`src/rtl/bp_cce_mem_cmd_packer_if.sv`:
```
// Bus bundle for the CCE memory command packer.
// Upstream side: a burst header channel and a data-beat channel.
// Downstream side: one packed message with its header and the full block.
// The packer connects through the slave modport. A driver or test harness
// connects through the master modport.
interface bp_cce_mem_cmd_packer_if #(
    parameter int header_width_p = 64,
    parameter int data_width_p   = 64,
    parameter int block_width_p  = 512
);
    // Burst header channel
    logic [header_width_p-1:0] mem_cmd_header_i;
    logic [2:0]                mem_cmd_header_size_i;
    logic                      mem_cmd_header_has_data_i;
    logic                      mem_cmd_header_v_i;
    logic                      mem_cmd_header_ready_and_o;

    // Burst data channel
    logic [data_width_p-1:0]   mem_cmd_data_i;
    logic                      mem_cmd_data_v_i;
    logic                      mem_cmd_data_ready_and_o;

    // Packed message channel
    logic [header_width_p-1:0] msg_header_o;
    logic [block_width_p-1:0]  msg_data_o;
    logic                      msg_v_o;
    logic                      msg_ready_and_i;

    // Packer side: consumes the burst and produces the packed message
    modport slave (
        input  mem_cmd_header_i,
        input  mem_cmd_header_size_i,
        input  mem_cmd_header_has_data_i,
        input  mem_cmd_header_v_i,
        output mem_cmd_header_ready_and_o,
        input  mem_cmd_data_i,
        input  mem_cmd_data_v_i,
        output mem_cmd_data_ready_and_o,
        output msg_header_o,
        output msg_data_o,
        output msg_v_o,
        input  msg_ready_and_i
    );

    // Driver side: produces the burst and consumes the packed message
    modport master (
        output mem_cmd_header_i,
        output mem_cmd_header_size_i,
        output mem_cmd_header_has_data_i,
        output mem_cmd_header_v_i,
        input  mem_cmd_header_ready_and_o,
        output mem_cmd_data_i,
        output mem_cmd_data_v_i,
        input  mem_cmd_data_ready_and_o,
        input  msg_header_o,
        input  msg_data_o,
        input  msg_v_o,
        output msg_ready_and_i
    );
endinterface

```
`src/rtl/bp_cce_mem_cmd_packer.sv`:
```
// CCE memory command packer.
// Collects one burst header and its data beats, and packs the beats into a
// single block-wide message. The message is held stable until the consumer
// accepts it. Only one message is in flight at a time.
// Every ready/valid output is a registered flag that tracks the FSM state.
// No input can reach these outputs through combinational logic.
module bp_cce_mem_cmd_packer #(
    parameter int header_width_p = 64,
    parameter int data_width_p   = 64,
    parameter int block_width_p  = 512
) (
    input  logic                       clk_i,
    input  logic                       reset_n_i,
    bp_cce_mem_cmd_packer_if.slave     bus
);

    localparam int max_beats_lp = block_width_p / data_width_p;
    localparam int cnt_width_lp = (max_beats_lp > 1) ? $clog2(max_beats_lp) : 1;

    typedef enum logic [1:0] {
        ST_READY = 2'd0,
        ST_DATA  = 2'd1,
        ST_SEND  = 2'd2
    } state_e;

    // Returns the index of the final beat for a given size field.
    // A message of 2^size bytes needs this many beats, capped to the block.
    function automatic logic [cnt_width_lp-1:0] last_beat_f(input logic [2:0] size);
        int beats_v;
        case (size)
            3'd0, 3'd1, 3'd2, 3'd3: beats_v = 1;
            3'd4:                   beats_v = 2;
            3'd5:                   beats_v = 4;
            default:                beats_v = max_beats_lp;
        endcase
        if (beats_v > max_beats_lp) begin
            beats_v = max_beats_lp;
        end else begin
            beats_v = beats_v;
        end
        return cnt_width_lp'(beats_v - 1);
    endfunction

    state_e                    state_r;
    state_e                    state_s;
    logic [cnt_width_lp-1:0]   cnt_r;
    logic [cnt_width_lp-1:0]   last_r;
    logic [header_width_p-1:0] header_r;
    logic [block_width_p-1:0]  data_r;
    logic                      header_ready_r;
    logic                      data_ready_r;
    logic                      msg_v_r;

    logic                      header_fire_s;
    logic                      data_fire_s;
    logic                      msg_fire_s;
    logic                      last_beat_s;

    // A transfer happens only where valid meets our own registered ready.
    assign header_fire_s = bus.mem_cmd_header_v_i & header_ready_r;
    assign data_fire_s   = bus.mem_cmd_data_v_i   & data_ready_r;
    assign msg_fire_s    = bus.msg_ready_and_i    & msg_v_r;
    assign last_beat_s   = (cnt_r == last_r);

    // Holds the FSM state register
    always_ff @(posedge clk_i or negedge reset_n_i) begin
        if (!reset_n_i) begin
            state_r <= ST_READY;
        end else begin
            state_r <= state_s;
        end
    end

    // Selects the next state from the current state and the channel transfers
    always_comb begin
        state_s = state_r;
        case (state_r)
            ST_READY: begin
                if (header_fire_s) begin
                    if (bus.mem_cmd_header_has_data_i) begin
                        state_s = ST_DATA;
                    end else begin
                        state_s = ST_SEND;
                    end
                end else begin
                    state_s = ST_READY;
                end
            end
            ST_DATA: begin
                if (data_fire_s && last_beat_s) begin
                    state_s = ST_SEND;
                end else begin
                    state_s = ST_DATA;
                end
            end
            ST_SEND: begin
                if (msg_fire_s) begin
                    state_s = ST_READY;
                end else begin
                    state_s = ST_SEND;
                end
            end
            default: begin
                state_s = ST_READY;
            end
        endcase
    end

    // Registers the handshake flags from the next state so they always match the state
    always_ff @(posedge clk_i or negedge reset_n_i) begin
        if (!reset_n_i) begin
            header_ready_r <= 1'b1;
            data_ready_r   <= 1'b0;
            msg_v_r        <= 1'b0;
        end else begin
            header_ready_r <= (state_s == ST_READY);
            data_ready_r   <= (state_s == ST_DATA);
            msg_v_r        <= (state_s == ST_SEND);
        end
    end

    // Captures the header, writes beats into the block, and advances the beat counter
    always_ff @(posedge clk_i or negedge reset_n_i) begin
        if (!reset_n_i) begin
            cnt_r    <= '0;
            last_r   <= '0;
            header_r <= '0;
            data_r   <= '0;
        end else if (header_fire_s) begin
            // A new message starts from a clean block, so unused beats read as zero.
            header_r <= bus.mem_cmd_header_i;
            data_r   <= '0;
            cnt_r    <= '0;
            last_r   <= last_beat_f(bus.mem_cmd_header_size_i);
        end else if (data_fire_s) begin
            data_r[int'(cnt_r)*data_width_p +: data_width_p] <= bus.mem_cmd_data_i;
            // On the final beat the counter stays put. The FSM leaves DATA,
            // so no more beats are accepted.
            if (!last_beat_s) begin
                cnt_r <= cnt_r + cnt_width_lp'(1);
            end else begin
                cnt_r <= cnt_r;
            end
        end else begin
            cnt_r    <= cnt_r;
            last_r   <= last_r;
            header_r <= header_r;
            data_r   <= data_r;
        end
    end

    assign bus.mem_cmd_header_ready_and_o = header_ready_r;
    assign bus.mem_cmd_data_ready_and_o   = data_ready_r;
    assign bus.msg_v_o                    = msg_v_r;
    assign bus.msg_header_o               = header_r;
    assign bus.msg_data_o                 = data_r;

endmodule
```
`src/flat_wrapper.sv`:
```
// flat-port wrapper written by rule: the top's interface ports become plain ports
module bp_cce_mem_cmd_packer_flat 
#(
    parameter int header_width_p = 64,
    parameter int data_width_p   = 64,
    parameter int block_width_p  = 512
)
  (clk_i, reset_n_i, bus_mem_cmd_header_i, bus_mem_cmd_header_size_i, bus_mem_cmd_header_has_data_i, bus_mem_cmd_header_v_i, bus_mem_cmd_header_ready_and_o, bus_mem_cmd_data_i, bus_mem_cmd_data_v_i, bus_mem_cmd_data_ready_and_o, bus_msg_header_o, bus_msg_data_o, bus_msg_v_o, bus_msg_ready_and_i);
  bp_cce_mem_cmd_packer_if #(.header_width_p(header_width_p), .data_width_p(data_width_p), .block_width_p(block_width_p)) bus_i ();
  input  logic clk_i;
  input  logic reset_n_i;
  input wire logic [$bits(bus_i.mem_cmd_header_i)-1:0] bus_mem_cmd_header_i;
  input wire logic [$bits(bus_i.mem_cmd_header_size_i)-1:0] bus_mem_cmd_header_size_i;
  input wire logic [$bits(bus_i.mem_cmd_header_has_data_i)-1:0] bus_mem_cmd_header_has_data_i;
  input wire logic [$bits(bus_i.mem_cmd_header_v_i)-1:0] bus_mem_cmd_header_v_i;
  output wire logic [$bits(bus_i.mem_cmd_header_ready_and_o)-1:0] bus_mem_cmd_header_ready_and_o;
  input wire logic [$bits(bus_i.mem_cmd_data_i)-1:0] bus_mem_cmd_data_i;
  input wire logic [$bits(bus_i.mem_cmd_data_v_i)-1:0] bus_mem_cmd_data_v_i;
  output wire logic [$bits(bus_i.mem_cmd_data_ready_and_o)-1:0] bus_mem_cmd_data_ready_and_o;
  output wire logic [$bits(bus_i.msg_header_o)-1:0] bus_msg_header_o;
  output wire logic [$bits(bus_i.msg_data_o)-1:0] bus_msg_data_o;
  output wire logic [$bits(bus_i.msg_v_o)-1:0] bus_msg_v_o;
  input wire logic [$bits(bus_i.msg_ready_and_i)-1:0] bus_msg_ready_and_i;
  assign bus_i.mem_cmd_header_i = bus_mem_cmd_header_i;
  assign bus_i.mem_cmd_header_size_i = bus_mem_cmd_header_size_i;
  assign bus_i.mem_cmd_header_has_data_i = bus_mem_cmd_header_has_data_i;
  assign bus_i.mem_cmd_header_v_i = bus_mem_cmd_header_v_i;
  assign bus_mem_cmd_header_ready_and_o = bus_i.mem_cmd_header_ready_and_o;
  assign bus_i.mem_cmd_data_i = bus_mem_cmd_data_i;
  assign bus_i.mem_cmd_data_v_i = bus_mem_cmd_data_v_i;
  assign bus_mem_cmd_data_ready_and_o = bus_i.mem_cmd_data_ready_and_o;
  assign bus_msg_header_o = bus_i.msg_header_o;
  assign bus_msg_data_o = bus_i.msg_data_o;
  assign bus_msg_v_o = bus_i.msg_v_o;
  assign bus_i.msg_ready_and_i = bus_msg_ready_and_i;
  bp_cce_mem_cmd_packer #(.header_width_p(header_width_p), .data_width_p(data_width_p), .block_width_p(block_width_p)) u_core (.clk_i(clk_i), .reset_n_i(reset_n_i), .bus(bus_i));
endmodule
```
`config.mk`:
```
export PLATFORM = sky130hd
export DESIGN_NAME = bp_cce_mem_cmd_packer_flat
export DESIGN_NICKNAME = d
export VERILOG_FILES = /design/src/rtl/bp_cce_mem_cmd_packer_if.sv /design/src/rtl/bp_cce_mem_cmd_packer.sv /design/src/flat_wrapper.sv
export SDC_FILE = /design/constraint.sdc
export NUM_CORES = 1
export LEC_CHECK = 0
export ABC_CLOCK_PERIOD_IN_PS = 7300
export CORE_AREA = 2 2 281 283
export CTS_BUF_LIST = sky130_fd_sc_hd__clkbuf_4
export DETAILED_ROUTE_END_ITERATION = 16
export DIE_AREA = 0 0 283 285
export HOLD_SLACK_MARGIN = 0.12
export PLACE_DENSITY_LB_ADDON = 0.12
export SLEW_MARGIN = 10
export SYNTH_ARGS = -nofsm -noshare
export SYNTH_HDL_FRONTEND = slang
export SYNTH_SLANG_ARGS = --single-unit
```
`constraint.sdc`:
```
create_clock -name clk_i -period 7.3 [get_ports clk_i]
set_clock_uncertainty 0.15 [all_clocks]
set_input_delay 1.095 -clock clk_i [delete_from_list [all_inputs] [get_ports clk_i]]
set_output_delay 1.095 -clock clk_i [all_outputs]
set_load 0.1 [all_outputs]
```
# After elaboration in Yosys (flattened, before gate mapping)
# Index checks and enable logic that the tools add are counted.
# W data, S select, Z words.
dict set report word_totals {
  reg_bits 587
  output_inout_bits 579
  elab_cells 50
}
dict set report op_classes {
  addsub 3
  magnitude_cmp 1
  n_eq_ne 11
  shift 2
  mux 15
  n_bitwise 3
  n_reduce_logical 7
}
# op n
set ops {}
lappend ops {{$mux W512} 2}
lappend ops {{$bwmux W512} 1}
lappend ops {{$shift A64 B33 Y512 const A} 1}
lappend ops {{$shiftx A64 B33 Y512} 1}
lappend ops {{$neg A9 Y33} 1}
lappend ops {{$gt A32 B5 Y1 const B} 1}
lappend ops {{$mux W32} 1}
lappend ops {{$mux W3} 5}
lappend ops {{$pmux W4 S3} 1}
lappend ops {{$mux W2} 4}
lappend ops {{$eq A3 B2 Y1 const B} 2}
lappend ops {{$eq A3 B3 Y1 const B} 2}
lappend ops {{$pmux W2 S3} 1}
lappend ops {{$eq A2 B1 Y1 const B} 2}
lappend ops {{$eq A2 B2 Y1 const B} 2}
lappend ops {{$logic_not A2 Y1} 2}
lappend ops {{$reduce_or A4 Y1} 1}
lappend ops {{$add A3 B1 Y3 const B} 1}
lappend ops {{$and A1 B1 Y1} 3}
lappend ops {{$eq A3 B1 Y1 const B} 1}
lappend ops {{$eq A3 B3 Y1} 1}
lappend ops {{$logic_not A3 Y1} 1}
lappend ops {{$sub A3 B2 Y3 const B} 1}
lappend ops {{$ne A2 B1 Y1 const B} 1}
lappend ops {{other kinds (3)} 3}

# Depth between registers and ports, before layout
dict set report logic_depth {
  word_depth 8
  ltp_mapped 11
  depth_no_buf 7
}

# Least setup slack after synthesis
# No wires, ideal clock.
dict set report synth_timing {
  path_kind {input to register}
  from {input port bus_mem_cmd_data_v_i}
  to {register u_core.data_r[398], in the netlist u_core.bus.msg_data_o[398]}
  setup_ps 132
  arrival_time_ps 2245
  required_ps 7018
  setup_slack_ps 4773
  stages 7
  path_buffers 3
  cell_sequence {nand2_1 -> or4_4 -> buf_6 -> buf_6 -> buf_6 -> nand3_1 -> o21ai_1}
}
dict set report synth_between {
  elab_chain_len 2
}
# element line
set synth_lines {}
lappend synth_lines {{from (decl)} flat_wrapper.sv:18} ;# input wire logic [$bits(bus_i.mem_cmd_data_v_i)-1:0] bus_mem_cmd_data_v_i;
lappend synth_lines {{$and A1 B1 Y1} bp_cce_mem_cmd_packer.sv:61} ;# assign data_fire_s = bus.mem_cmd_data_v_i & data_ready_r;
lappend synth_lines {{$reduce_bool A2 Y1 (no line)} n/a}
lappend synth_lines {{to (signal, indexed assignment)} bp_cce_mem_cmd_packer.sv:136} ;# data_r[int'(cnt_r)*data_width_p +: data_width_p] <= bus.mem_cmd_data_i;
lappend synth_lines {{to (signal assigned)} bp_cce_mem_cmd_packer.sv:148} ;# data_r <= data_r;
lappend synth_lines {{to (decl)} bp_cce_mem_cmd_packer.sv:49} ;# logic [block_width_p-1:0] data_r;
# Every way passes these cells.
# A chain may end at the register's enable or synchronous reset.

# Final worst setup path
dict set report layout_timing {
  from {register u_core.data_ready_r, in the netlist u_core.bus.mem_cmd_data_ready_and_o}
  to {output port bus_mem_cmd_data_ready_and_o}
}
# element line
set layout_lines {}
lappend layout_lines {{from (decl)} bp_cce_mem_cmd_packer.sv:51} ;# logic data_ready_r;
lappend layout_lines {{from (signal assigned)} bp_cce_mem_cmd_packer.sv:117} ;# data_ready_r <= (state_s == ST_DATA);
lappend layout_lines {{to (decl)} flat_wrapper.sv:19} ;# output wire logic [$bits(bus_i.mem_cmd_data_ready_and_o)-1:0] bus_mem_cmd_data_ready_and_o;
# No word-level cell between the ends.

==> run summary <==
status: finished, final reports clean
CP Capture Point: bus_mem_cmd_data_ready_and_o
nets: 3048
Die Wd: 283 µm
sequential fraction of the synthesis area: 65.8%
clock-pin slew on the worst setup and hold paths: 60 ps
r2r worst-path depth: 8
Primary FF master, synth: dfrtp_1
Setup crit start: u_core.bus.mem_cmd_data_ready_and_o$_DFF_PN0_
grt met2 use: 35.6%
worst-path fanout max: 8
Core Rows: 103
VDD IR max: 0.000363 V
Worst EP arrival: 2750 ps
largest net degree at the start of global routing: 173
final slew viol count: 0
CP Launch Type: flop
part of the cycle the worst path needs: 54.7%
final WL: 88200 µm
CTS tree: done
gr busiest metal: met2
Post-Syn Instances: 2201
ANT nets after route: 0
Core Util, Final: 41.7%
Fmax achieved: 250 MHz
Routability Congestion: 0.805
Final Worst Setup Slack: 3310 ps
Crit path depth: 1
r2r setup slk: 4030 ps
layout cells sized above 1: 10.2%
Top delay family on crit path: buffers and inverters
Final setup viols: 0
# port buffers: 715
largest area contributor in the netlist: dfrtp_1
Max-Cap Viols: 0
worst-skew pair later-pin latency: 960 ps
DRC: 0
RSZ-0062 raised after global routing: false
Area growth syn-to-layout: 45.5%
CTS root buf: clkbuf_4
met3 usage: 7.67%
first-pass GRT wire length: 132000 µm
top area cells in the synthesized netlist: dfrtp_1, nand3_1, o21ai_0
Ys Warns: 0
Final Hold Violating Endpoints: 0
relative slew slack: 18.6%
vias: 19629
via/cell ratio: 4.80
P_leak: 14.1 nW
H-tree depth: 4
WS Path Type: reg2out
syn_area_per_cell: 10.1 µm²
initial DRC count: 1238
Critical Path Max Stage Delay: 1280 ps
Slowest cell on crit path: clkdlybuf4s50_1
syn nets: 2343
PostCTS Resize Cnt: 0
ys async rst share: 100%
Inserted Clock Buffers: 164
area of the core: 0.0780 mm²
met1 GRT Util: 25.7%
post-synth top area share: 65.7%
CP required: 6050 ps
CP endpoint kind: output pin
drt first pass iters: 5
pre-CTS WS: 3390 ps
die area: 0.0807 mm²
post-synthesis cell area: 0.0223 mm²
vias in the first global route: 20029
Tmin final: 3990 ps
die height: 285 µm
Synth cell types: 39
CTS Buffer Depth: 3
reg2reg end: u_core.bus.msg_data_o[285]$_DFFE_PN0P_
Setup TNS: 0 ps
Worst-Margin Slew: 1220 ps
PwrDens: 358 mW/mm²
total congestion overflow: 0
#FFs+latches synth: 587
DP HPWL: 58800 µm
hold crit path type: reg2reg
Global Route Usage Sum: 21.6%
Buf+Inv Stages, Crit Path: 1
antenna violations before repair: 6
reg-to-reg startpoint: u_core.cnt_r[0]$_DFFE_PN0P_
crit path cell chain: clkdlybuf4s50_1
most instantiated cells after synthesis: dfrtp_1, nand3_1, o21ai_0, nand2_1, clkbuf_1
routed len/inst: 21.6 µm
count leader, synth: dfrtp_1
Initial Util: 28.6%
Post-synth EDFFs: 0
hold path startpoint: u_core.bus.msg_header_o[55]$_DFFE_PN0N_
boundary pin count: 716
Sink Count: 587
==> cells in the final DEF, fill, tap and decap left out, drive strengths merged, types with 9 or more instances in the layout <==
cell             n
clkdlybuf4s50  714
dfrtp          586
nand3          516
o21ai          448
nand2          333
clkbuf         254
a21oi           65
clkinv          34
buf             23
nor2             9
inv              9
==> worst min path at each step <==
stage / depth (start not counted) / slack [ps] / end
6_report: 2 / 320 / u_core.bus.msg_header_o[55]$_DFFE_PN0N_
3_3_place_gp: 2 / 310 / u_core.bus.msg_header_o[42]$_DFFE_PN0N_
3_5_place_dp: 2 / 310 / u_core.bus.msg_header_o[52]$_DFFE_PN0N_
2_1_floorplan: 2 / 320 / u_core.last_r[0]$_DFFE_PN0N_
4_1_cts: 3 / 320 / u_core.bus.msg_header_o[19]$_DFFE_PN0N_
5_1_grt: 2 / 350 / u_core.bus.msg_header_o[10]$_DFFE_PN0N_
==> final cells by class <==
cell class	count	area, µm²
fillers	7738	45500
flip-flops and latches	587	14700
repair buffers	738	7410
multi-input cells	1410	6850
clock buffers	254	1910
well taps	1050	1310
clock inverters	44	290
inverters	5	18.8
diodes	5	12.5
==> state kept, by name, indices dropped and copies added (netlist names) <==
name	cells
u_core.bus.mem_cmd_data_ready_and_o	1
u_core.bus.mem_cmd_header_ready_and_o	1
u_core.bus.msg_data_o	512
u_core.bus.msg_header_o	64
u_core.bus.msg_v_o	1
u_core.cnt_r	3
u_core.last_r	3
u_core.state_r	2
==> metrics by stage <==
step	hold WS (ps)	total power, mW	cell area (µm²)	cells
final	323	11.6	32500	4093
after global routing	348	12.2	32500	4091
after CTS	322	11.8	32500	4088
after detailed placement	313	8.54	30300	3789
after global placement	309	8.50	30300	3789
after floorplan	315	7.15	22300	2201
==> power by group <==
part           switching (mW)  total [mW]  internal (mW)
Combinational            3.74        4.63          0.885
Sequential              0.228        3.83           3.60
Clock                    1.47        3.17           1.69
Total                    5.44        11.6           6.18
==> routing by layer <==
| layer | wire length [µm] | vias to the layer above |
|---|---|---|
| met2 | 43000 | 686 |
| met5 | 0 | - |
| met3 | 6880 | 128 |
| li1 | - | 9123 |
| met1 | 35500 | 9692 |
| met4 | 2800 | 0 |
==> cell families (layout without fill, tap and decap cells) <==
logic type | after synthesis | after routing | synth area share (%)
compound gates | 522 | 522 | 11.9
xor+xnor | 5 | 5 | 0.196
fa+ha+maj | 5 | 5 | 0.280
buf+inv | 204 | 1041 | 3.78
flops | 587 | 587 | 65.8
mux | 2 | 2 | 0.0953
other cells | 0 | 5 | 0
simple gates | 876 | 876 | 17.9
==> what timing repair did <==
action                                 CTS  global route
setup endpoints to repair                0             0
endpoints found under the hold margin   82             0
buffers inserted                         0             0
hold buffers                             1             0
(Power assumes the default switching activity.)
